--- src/rtl/wb_line_cache_pkg.sv ---
// ============================================================================
// wb_line_cache_pkg : shared line/address/select types and cache FSM state
// Revision 1.0
// ============================================================================
`default_nettype none

package wb_line_cache_pkg;

  typedef logic [127:0] lc3b_line;
  typedef logic [11:0]  lc3b_line_addr;
  typedef logic [15:0]  lc3b_byte_sel;

  typedef enum logic [1:0] {
    IDLE      = 2'd0,
    WRITEBACK = 2'd1,
    FILL      = 2'd2,
    RESPOND   = 2'd3
  } wb_cache_state_t;

  localparam lc3b_byte_sel SEL_ALL = 16'hFFFF;

endpackage

`default_nettype wire

--- src/rtl/wb_line_cache_cache_array.sv ---
// ============================================================================
// wb_line_cache_cache_array : direct-mapped storage {valid,dirty,tag,line}
// Async read by index, sync write with per-byte line enables. Revision 1.0
// ============================================================================
`default_nettype none

module wb_line_cache_cache_array
  import wb_line_cache_pkg::*;
#(
  parameter int NUM_SETS = 8,
  parameter int IDX_W    = 3,
  parameter int TAG_W    = 9
) (
  input  logic             clk,
  input  logic             rst,
  input  logic [IDX_W-1:0] idx_i,
  output logic             valid_o,
  output logic             dirty_o,
  output logic [TAG_W-1:0] tag_o,
  output lc3b_line         line_o,
  input  lc3b_byte_sel     line_be_i,
  input  lc3b_line         line_i,
  input  logic             tag_we_i,
  input  logic [TAG_W-1:0] tag_i,
  input  logic             valid_set_i,
  input  logic             dirty_we_i,
  input  logic             dirty_i
);

  logic [NUM_SETS-1:0] valid_q;
  logic [NUM_SETS-1:0] dirty_q;
  logic [TAG_W-1:0]    tag_q  [NUM_SETS];
  lc3b_line            line_q [NUM_SETS];

  assign valid_o = valid_q[idx_i];
  assign dirty_o = dirty_q[idx_i];
  assign tag_o   = tag_q[idx_i];
  assign line_o  = line_q[idx_i];

  always_ff @(posedge clk) begin
    if (rst) begin
      valid_q <= '0;
      dirty_q <= '0;
    end else begin
      if (valid_set_i) valid_q[idx_i] <= 1'b1;
      if (dirty_we_i)  dirty_q[idx_i] <= dirty_i;
    end
  end

  // Tag and data storage carry no reset; validity alone gates their use.
  always_ff @(posedge clk) begin
    if (tag_we_i) tag_q[idx_i] <= tag_i;
    for (int b = 0; b < 16; b++) begin
      if (line_be_i[b]) line_q[idx_i][8*b +: 8] <= line_i[8*b +: 8];
    end
  end

endmodule

`default_nettype wire

--- src/rtl/wb_line_cache.sv ---
// ============================================================================
// wb_line_cache : direct-mapped write-back cache, wishbone slave to CPU,
// wishbone master to pmem. Optional WB_LINE_CACHE_PERF_EN adds hit/miss counters.
// Revision 1.0
// ============================================================================
`default_nettype none

module wb_line_cache
  import wb_line_cache_pkg::*;
#(
  parameter int NUM_SETS = 8
) (
  input  logic          clk,
  input  logic          rst,
  input  logic          cpu_cyc_i,
  input  logic          cpu_stb_i,
  input  logic          cpu_we_i,
  input  lc3b_line_addr cpu_adr_i,
  input  lc3b_byte_sel  cpu_sel_i,
  input  lc3b_line      cpu_dat_i,
  output lc3b_line      cpu_dat_o,
  output logic          cpu_ack_o,
  output logic          cpu_rty_o,
  output logic          pmem_cyc_o,
  output logic          pmem_stb_o,
  output logic          pmem_we_o,
  output lc3b_line_addr pmem_adr_o,
  output lc3b_byte_sel  pmem_sel_o,
  output lc3b_line      pmem_dat_o,
  input  lc3b_line      pmem_dat_i,
  input  logic          pmem_ack_i,
  input  logic          pmem_rty_i,
  output logic [31:0]   hit_count_o,
  output logic [31:0]   miss_count_o
);

  localparam int IDX_W = $clog2(NUM_SETS);
  localparam int TAG_W = 12 - IDX_W;

  wb_cache_state_t state_q, state_d;
  lc3b_line_addr   adr_q;
  logic            we_q;
  lc3b_byte_sel    sel_q;
  lc3b_line        dat_q;
  logic            rty_q;

  logic             w_req;
  logic             w_hit;
  logic [IDX_W-1:0] w_idx;
  logic             arr_valid, arr_dirty;
  logic [TAG_W-1:0] arr_tag;
  lc3b_line         arr_line;
  lc3b_byte_sel     arr_be;
  lc3b_line         arr_wdata;
  logic             arr_tag_we, arr_valid_set, arr_dirty_we, arr_dirty_d;

  assign w_req     = cpu_cyc_i & cpu_stb_i;
  // In IDLE the live address drives the lookup; afterwards the latched one does.
  assign w_idx     = (state_q == IDLE) ? cpu_adr_i[IDX_W-1:0] : adr_q[IDX_W-1:0];
  assign w_hit     = arr_valid & (arr_tag == cpu_adr_i[11:IDX_W]);
  assign cpu_rty_o = 1'b0;

  wb_line_cache_cache_array #(
    .NUM_SETS (NUM_SETS),
    .IDX_W    (IDX_W),
    .TAG_W    (TAG_W)
  ) u_array (
    .clk         (clk),
    .rst         (rst),
    .idx_i       (w_idx),
    .valid_o     (arr_valid),
    .dirty_o     (arr_dirty),
    .tag_o       (arr_tag),
    .line_o      (arr_line),
    .line_be_i   (arr_be),
    .line_i      (arr_wdata),
    .tag_we_i    (arr_tag_we),
    .tag_i       (adr_q[11:IDX_W]),
    .valid_set_i (arr_valid_set),
    .dirty_we_i  (arr_dirty_we),
    .dirty_i     (arr_dirty_d)
  );

  always_ff @(posedge clk) begin
    if (rst) begin
      state_q <= IDLE;
      adr_q   <= '0;
      we_q    <= 1'b0;
      sel_q   <= '0;
      dat_q   <= '0;
      rty_q   <= 1'b0;
    end else begin
      state_q <= state_d;
      if (state_q == IDLE) begin
        adr_q <= cpu_adr_i;
        we_q  <= cpu_we_i;
        sel_q <= cpu_sel_i;
        dat_q <= cpu_dat_i;
      end
      // A retry drops STB for exactly one cycle; ACK takes priority over RTY.
      rty_q <= pmem_stb_o & pmem_rty_i & ~pmem_ack_i;
    end
  end

  always_comb begin
    state_d = state_q;
    case (state_q)
      IDLE: begin
        if (w_req) begin
          if (w_hit)                      state_d = RESPOND;
          else if (arr_valid & arr_dirty) state_d = WRITEBACK;
          else                            state_d = FILL;
        end
      end
      WRITEBACK: if (pmem_stb_o & pmem_ack_i) state_d = FILL;
      FILL:      if (pmem_stb_o & pmem_ack_i) state_d = RESPOND;
      RESPOND:   state_d = IDLE;
      default:   state_d = IDLE;
    endcase
  end

  always_comb begin
    cpu_ack_o     = 1'b0;
    cpu_dat_o     = '0;
    pmem_cyc_o    = 1'b0;
    pmem_stb_o    = 1'b0;
    pmem_we_o     = 1'b0;
    pmem_adr_o    = '0;
    pmem_sel_o    = '0;
    pmem_dat_o    = '0;
    arr_be        = '0;
    arr_wdata     = '0;
    arr_tag_we    = 1'b0;
    arr_valid_set = 1'b0;
    arr_dirty_we  = 1'b0;
    arr_dirty_d   = 1'b0;
    case (state_q)
      WRITEBACK: begin
        pmem_cyc_o = 1'b1;
        pmem_stb_o = ~rty_q;
        pmem_we_o  = 1'b1;
        pmem_adr_o = {arr_tag, adr_q[IDX_W-1:0]};
        pmem_sel_o = SEL_ALL;
        pmem_dat_o = arr_line;
        if (pmem_stb_o & pmem_ack_i) begin
          arr_dirty_we = 1'b1;
          arr_dirty_d  = 1'b0;
        end
      end
      FILL: begin
        pmem_cyc_o = 1'b1;
        pmem_stb_o = ~rty_q;
        pmem_adr_o = adr_q;
        pmem_sel_o = SEL_ALL;
        if (pmem_stb_o & pmem_ack_i) begin
          arr_be        = SEL_ALL;
          arr_wdata     = pmem_dat_i;
          arr_tag_we    = 1'b1;
          arr_valid_set = 1'b1;
          arr_dirty_we  = 1'b1;
          arr_dirty_d   = 1'b0;
        end
      end
      RESPOND: begin
        // An aborted requester gets neither ACK nor a write merge.
        if (cpu_cyc_i) begin
          cpu_ack_o = 1'b1;
          cpu_dat_o = arr_line;
          if (we_q) begin
            arr_be       = sel_q;
            arr_wdata    = dat_q;
            arr_dirty_we = 1'b1;
            arr_dirty_d  = 1'b1;
          end
        end
      end
      default: ;
    endcase
  end

`ifdef WB_LINE_CACHE_PERF_EN
  logic [31:0] hit_q, miss_q;

  always_ff @(posedge clk) begin
    if (rst) begin
      hit_q  <= '0;
      miss_q <= '0;
    end else if (state_q == IDLE) begin
      if (state_d == RESPOND && hit_q != 32'hFFFF_FFFF)
        hit_q <= hit_q + 32'd1;
      if ((state_d == WRITEBACK || state_d == FILL) && miss_q != 32'hFFFF_FFFF)
        miss_q <= miss_q + 32'd1;
    end
  end

  assign hit_count_o  = hit_q;
  assign miss_count_o = miss_q;
`else
  assign hit_count_o  = '0;
  assign miss_count_o = '0;
`endif

endmodule

`default_nettype wire

--- config.mk ---
export PLATFORM = sky130hd
export DESIGN_NAME = wb_line_cache
export DESIGN_NICKNAME = d
export VERILOG_FILES = /design/src/rtl/wb_line_cache_pkg.sv /design/src/rtl/wb_line_cache_cache_array.sv /design/src/rtl/wb_line_cache.sv
export SDC_FILE = /design/constraint.sdc
export NUM_CORES = 2
export LEC_CHECK = 0
export ABC_AREA = 1
export BUFFER_PORTS_ARGS = -buffer_cell sky130_fd_sc_hd__buf_4
export CAP_MARGIN = 20
export CORE_ASPECT_RATIO = 1.2
export CORE_MARGIN = 4
export CORE_UTILIZATION = 55
export CTS_BUF_LIST = sky130_fd_sc_hd__clkbuf_16
export CTS_CLUSTER_SIZE = 30
export DETAILED_ROUTE_END_ITERATION = 10
export GPL_ROUTABILITY_DRIVEN = 0
export GPL_TIMING_DRIVEN = 1
export PLACE_DENSITY = 0.84
export SETUP_SLACK_MARGIN = 0.1
export SYNTH_ARGS = -nofsm -noshare
export SYNTH_HDL_FRONTEND = slang
export SYNTH_SLANG_ARGS = --single-unit
--- constraint.sdc ---
create_clock -name clk -period 3.8 [get_ports clk]
set_input_delay 0.95 -clock clk [delete_from_list [all_inputs] [get_ports clk]]
set_output_delay 0.95 -clock clk [all_outputs]
set_load 0.02 [all_outputs]
# Word-level counts from Yosys, hierarchy flattened
# Memories as Yosys holds them, arrays and structs flattened.
# Index checks and enable logic that the tools add are counted.
# totals
in_bits	291
elab_cells	105
output_inout_bits	353
latchBits	0
reg_bits	176
romBits	0
memories	2
ram_bits	1096
# memory_table
memory	words	word_bits	rd	rd_ports_with_merged_regs	wr	line	rtl
u_array.line_q	8	128	1	0	1	wb_line_cache_cache_array.sv:33	lc3b_line line_q [NUM_SETS];
u_array.tag_q	8	9	1	0	1	wb_line_cache_cache_array.sv:32	logic [TAG_W-1:0] tag_q [NUM_SETS];
# classes
n_eq_ne	7
n_reduce_logical	4
n_lt_le_gt_ge	2
n_mux	72
multipliers	0
bitwise	10
n_addsub	0
div_mod_pow	0
n_shift	0
# ops
operator	n
two-way mux 128 bit	6
case mux 128 bit (2 select lines)	1
two-way mux 16 bit	4
two-way mux 1 bit	47
case mux 16 bit (2 select lines)	1
case mux 12 bit (2 select lines)	1
two-way mux 2 bit	5
equality test 9 bit	1
bitwise mux 8 bit	1
bitwise OR 8 bit	1
case mux 2 bit (4 select lines)	1
AND 1 bit	7
binary-select mux 1 bit (select 3 bit)	2
inequality test 2 bit (second input constant)	3
equality test 2 bit (second input constant)	2
< comparator 3 x 4 -> 1 bit (second input constant)	1
demux 1 bit (select 3 bit)	1
greater-or-equal comparator 3 x 1 -> 1 bit (second input constant)	1
two-way mux 3 bit	1
AND reduction 3 bit	1
equality test 2 x 1 -> 1 bit (second input constant)	1
zero test 2 bit	1
inverter 1 bit	2
case mux 1 bit (2 select lines)	1
2 further kinds	2

# Longest topological paths before layout
# depth
word_depth	9
ltp_mapped	22
ltp_nobuf	20

# Modules after synthesis
# A second synthesis with hierarchy kept.
# hier_totals
cells_unflattened	6094
area_unflattened_um2	56464.2
# by_module_without_submodules
module	seq_area_each_um2	n_inst	cells_per_inst	area_per_inst_um2
wb_line_cache_cache_array	33231.9	1	4485	46380.7
wb_line_cache	3203.1	1	1609	10083.4

# Worst setup path after synthesis
# Ideal clock, no wire load.
# synth_timing
kind	input port to output port
startpoint	input cpu_adr_i[1]
endpoint	output cpu_dat_o[30]
t_required_ns	2.850
path_stages	10
setup_slack_ns	0.299
arrival_ns	2.551
n_path_buf	2
cell_sequence	inv_1 nand2_1 nand2_1 nor2_4 nand2_2 buf_4 buf_2 o22ai_1 or4_1 nor2_1
# synth_via
elab_chain_cells	4
# synth_lines
element	line	rtl
start, declared	wb_line_cache.sv:18	input lc3b_line_addr cpu_adr_i,
two-way mux 3 bit	wb_line_cache.sv:59	assign w_idx = (state_q == IDLE) ? cpu_adr_i[IDX_W-1:0] : adr_q[IDX_W-1:0];
memory (8 x 128 bit)	n/a	
two-way mux 128 bit	wb_line_cache.sv:166	if (cpu_cyc_i) begin
two-way mux 128 bit	wb_line_cache.sv:137	case (state_q)
end, declared	wb_line_cache.sv:21	output lc3b_line cpu_dat_o,
# Every way passes these cells.

# Worst setup path in the final report
# layout_timing
startpoint	register state_q[0]
endpoint	output cpu_dat_o[122]
# layout_via
elab_chain_cells	5
elab_cells_between_ends	6
cone_classes	eq/ne (1); mux (3); reduce/logical (1); memory (1)
# layout_lines
element	line	rtl
start, declared	wb_line_cache.sv:40	wb_cache_state_t state_q, state_d;
start signal, assigned	wb_line_cache.sv:93	state_q <= state_d;
zero test 2 bit	wb_line_cache.sv:59	
two-way mux 3 bit	wb_line_cache.sv:59	
memory (8 x 128 bit)	n/a	
two-way mux 128 bit	wb_line_cache.sv:166	
two-way mux 128 bit *	wb_line_cache.sv:137	
# Every way passes the cells marked *; elsewhere a longest branch is shown, timed or not.

==> run summary <==
Post-synth EDFFs - 1,096
CP peak stage delay - 0.37 ns
Antenna violations before repair - 2
Synthesized instance count - 3,725
Final Cycle Share - 110.5%
Initial core utilization - 55.70%
Total design power - 46,890 uW
Cell row count - 119
TritonRoute pass-1 iters - 8
IO buf count - 578
Kind of critical path - flip-flop to primary output
Ys async rst share - 0%
Critical path launch point type - flip-flop
Synth Flop Type - edfxtp_1
Sequential element share of the synthesized area - 74.21%
Number of diodes - 0
Gr ovfl total - 0
Worst EP required - 2.85 ns
Drt via density - 6.286
Routed vias - 37,040
Synth warn - 0
Max clock buf depth - 3
Max frequency - 238.2 MHz
Setup Viol. Count Final - 261
Setup TNS - -72.15 ns
Max_slew headroom - 29.29%
Dominant cells by area after synthesis - edfxtp_1 67%, dfxtp_1 7.2%, o22ai_1 5.6%, nor2_1 4.0%, nand2_1 3.5%
Clock slew at reported path FFs - 0.06 ns
Clk Latency, worst-skew pair - 0.72 ns
Worst Clk Skew - 0.03531 ns
Run status - finished with violations
Total CTS buffers - 114
GR Util All Layers - 29.59%
#FFs+latches synth - 1,272
PnR worst setup slack - -0.3974 ns
Cell Chain, Critical Path - inv_4, ha_4, inv_6, nand2_4, nand2_8, buf_12, nand2_8, buf_16, buf_12, buf_8, o22ai_1, nor2_1, o21ai_1, or3_4, nor2_1, buf_4
Worst VDD drop - 0.0006594 V
Layout fillers - 5,019
Data arrival, critical path - 3.25 ns
Antenna Violating Nets Remaining - 0
Routed WL per cell - 26.76 um
Io pins - 644
Synth cell types - 32
First-pass GRT wire length - 211.6 mm
Layout Area Growth over Synthesis - 30.68%
RSZ-0062 raised after global routing - yes
Final hold viol count - 0
Max-cap violation count - 0
Multi-input logic area - 12,060 um^2
H-tree levels - 3
P per Cell Area - 730.9 nW/um^2
# nets final - 4,942
Minimum clock period - 4.197 ns
Post-synth top cells - 1,096 x edfxtp_1, 526 x nor2_1, 463 x nand2_1, 442 x o22ai_1, 178 x a21oi_1
Max FO, Critical Path - 7
Worst-margin pin slew - 1.061 ns
Largest area contributor in the netlist - edfxtp_1
Yosys top cell area share - 67.04%
Max stage delay cell, worst path - or3_4
Final Slew Violations - 0
Static Leakage - 0.02421 uW
DP Wirelength - 91.95 mm
Die Height - 335.3 um
Largest net degree at the start of global routing - 129
Setup crit end kind - primary output
Die W - 280.7 um
Syn Area/Cell - 13.18 um^2
Hold Path Class - input pin to flip-flop
CTS tree - built
Failing checks - negative setup slack
Share of layout cells above drive strength 1 - 32.07%
Die ar. - 94,130 um^2
Register Area - 36,440 um^2
Post-route DRC - 0
Initial DRC Count - 5,057
WL final - 157.7 mm
Most instantiated library cell after synthesis - edfxtp_1
Cell area after synthesis - 49,090 um^2
Number of global-route vias before repair - 35,470
Core Area - 88,140 um^2
Root Driver - clkbuf_16
Clk sink count - 1,272
-- final timing paths --
kind	startpoint	to	slack, ns	depth (start not counted)
worst min-delay path	pmem_ack_i	rty_q$_SDFF_PP0_	0.45	2
worst max-delay path	state_q[0]$_SDFFE_PP0P_	cpu_dat_o[122]	-0.40	16
worst min register to register	dat_q[114]$_SDFFE_PP0N_	dat_q[114]$_SDFFE_PP0N_	0.46	2
worst max register to register	state_q[0]$_SDFFE_PP0P_	u_array.line_q[6][67]$_DFFE_PP_	0.56	10
-- worst max-delay path, delay by kind of cell, from the launching register on --
family | cells | cell delay (ns)
flops | 1 | 0.34
buf+inv | 7 | 0.91
compound gates | 2 | 0.15
simple gates | 6 | 0.93
fa+ha+maj | 1 | 0.20
-- where the power goes --
| group | leakage, uW | switching, uW | total [uW] | internal (uW) |
|---|---|---|---|---|
| Clock | 0.00193 | 5200 | 11600 | 6390 |
| Combinational | 0.0107 | 10400 | 18200 | 7760 |
| Sequential | 0.0116 | 559 | 17100 | 16600 |
| Total | 0.0242 | 16200 | 46900 | 30700 |
-- final cells by class --
type                       count  share of cell area [%]
clock buffer                 119                   4.641
inverter                      42                  0.2730
clock inverter                94                   1.231
sequential                  1272                   56.79
timing repair buffer        1076                   16.03
multi-input combinational   2140                   18.79
tap                         1149                   2.241
-- repair_timing --
action                                  4_1_cts  5_1_grt
endpoints found under the setup margin      265      265
gates cloned                                 13       27
pin swaps                                    26       36
hold buffers                                  0        0
setup buffers                                23       81
resized for setup                           151      290
-- stage by stage --
| step | worst slack (ns) | util, % | cell area [um^2] | hold slack, ns | cells |
|---|---|---|---|---|---|
| after floorplan | 0.2987 | - | 49330 | 0.4406 | 3789 |
| after global placement | -0.1444 | 64.32 | 56690 | 0.4476 | 5534 |
| after detailed placement | -0.1704 | 64.32 | 56700 | 0.4520 | 5535 |
| after CTS | -0.3280 | 69.93 | 61640 | 0.3977 | 5784 |
| after global routing | -0.5242 | 72.79 | 64160 | 0.4210 | 5892 |
| final | -0.3974 | 72.79 | 64160 | 0.4469 | 5892 |
-- flip-flops by register name (all words and copies together) (netlist names) --
| name | flops |
|---|---|
| u_array.dirty_q | 8 |
| u_array.valid_q | 8 |
| sel_q | 16 |
| u_array.line_q | 1024 |
| dat_q | 128 |
| adr_q | 12 |
| u_array.tag_q | 72 |
| we_q | 1 |
| rty_q | 1 |
| state_q | 2 |
-- cell families (layout without fill, tap and decap cells) --
logic type | Yosys count | after routing | synth area share, %
other cells | 1 | 65 | 0.007638
fa+ha+maj | 5 | 5 | 0.1274
buf+inv | 378 | 1331 | 4.067
compound gates | 856 | 856 | 10.95
flops | 1272 | 1272 | 74.21
simple gates | 1213 | 1214 | 10.63
-- cell usage in the layout, fill, tap and decap left out, drive strengths merged, types with 7 or more instances in the layout --
| cell | Yosys | final |
|---|---|---|
| edfxtp | 1096 | 1096 |
| buf | 215 | 1050 |
| nor2 | 530 | 530 |
| nand2 | 478 | 479 |
| o22ai | 442 | 442 |
| a21oi | 178 | 178 |
| dfxtp | 176 | 176 |
| clkbuf | 121 | 145 |
| a22o | 128 | 128 |
| or4 | 95 | 95 |
| o21ai | 86 | 86 |
| inv | 42 | 71 |
| conb | 1 | 65 |
| clkinv | 0 | 53 |
| or2 | 43 | 43 |
| or3 | 30 | 30 |
| nand3 | 29 | 29 |
| a211oi | 17 | 17 |
| bufinv | 0 | 10 |
| nor3 | 7 | 7 |
-- metal layers --
metal | global-route usage, % | share of wire (%) | vias up
li1 | - | - | 15600
met1 | 36.19 | 34 | 18050
met2 | 51.79 | 51 | 2864
met3 | 5.438 | 10 | 532
met4 | 12.76 | 4.9 | 0
met5 | 0 | 0 | -
No activity file was read; power rests on OpenSTA's default activity.
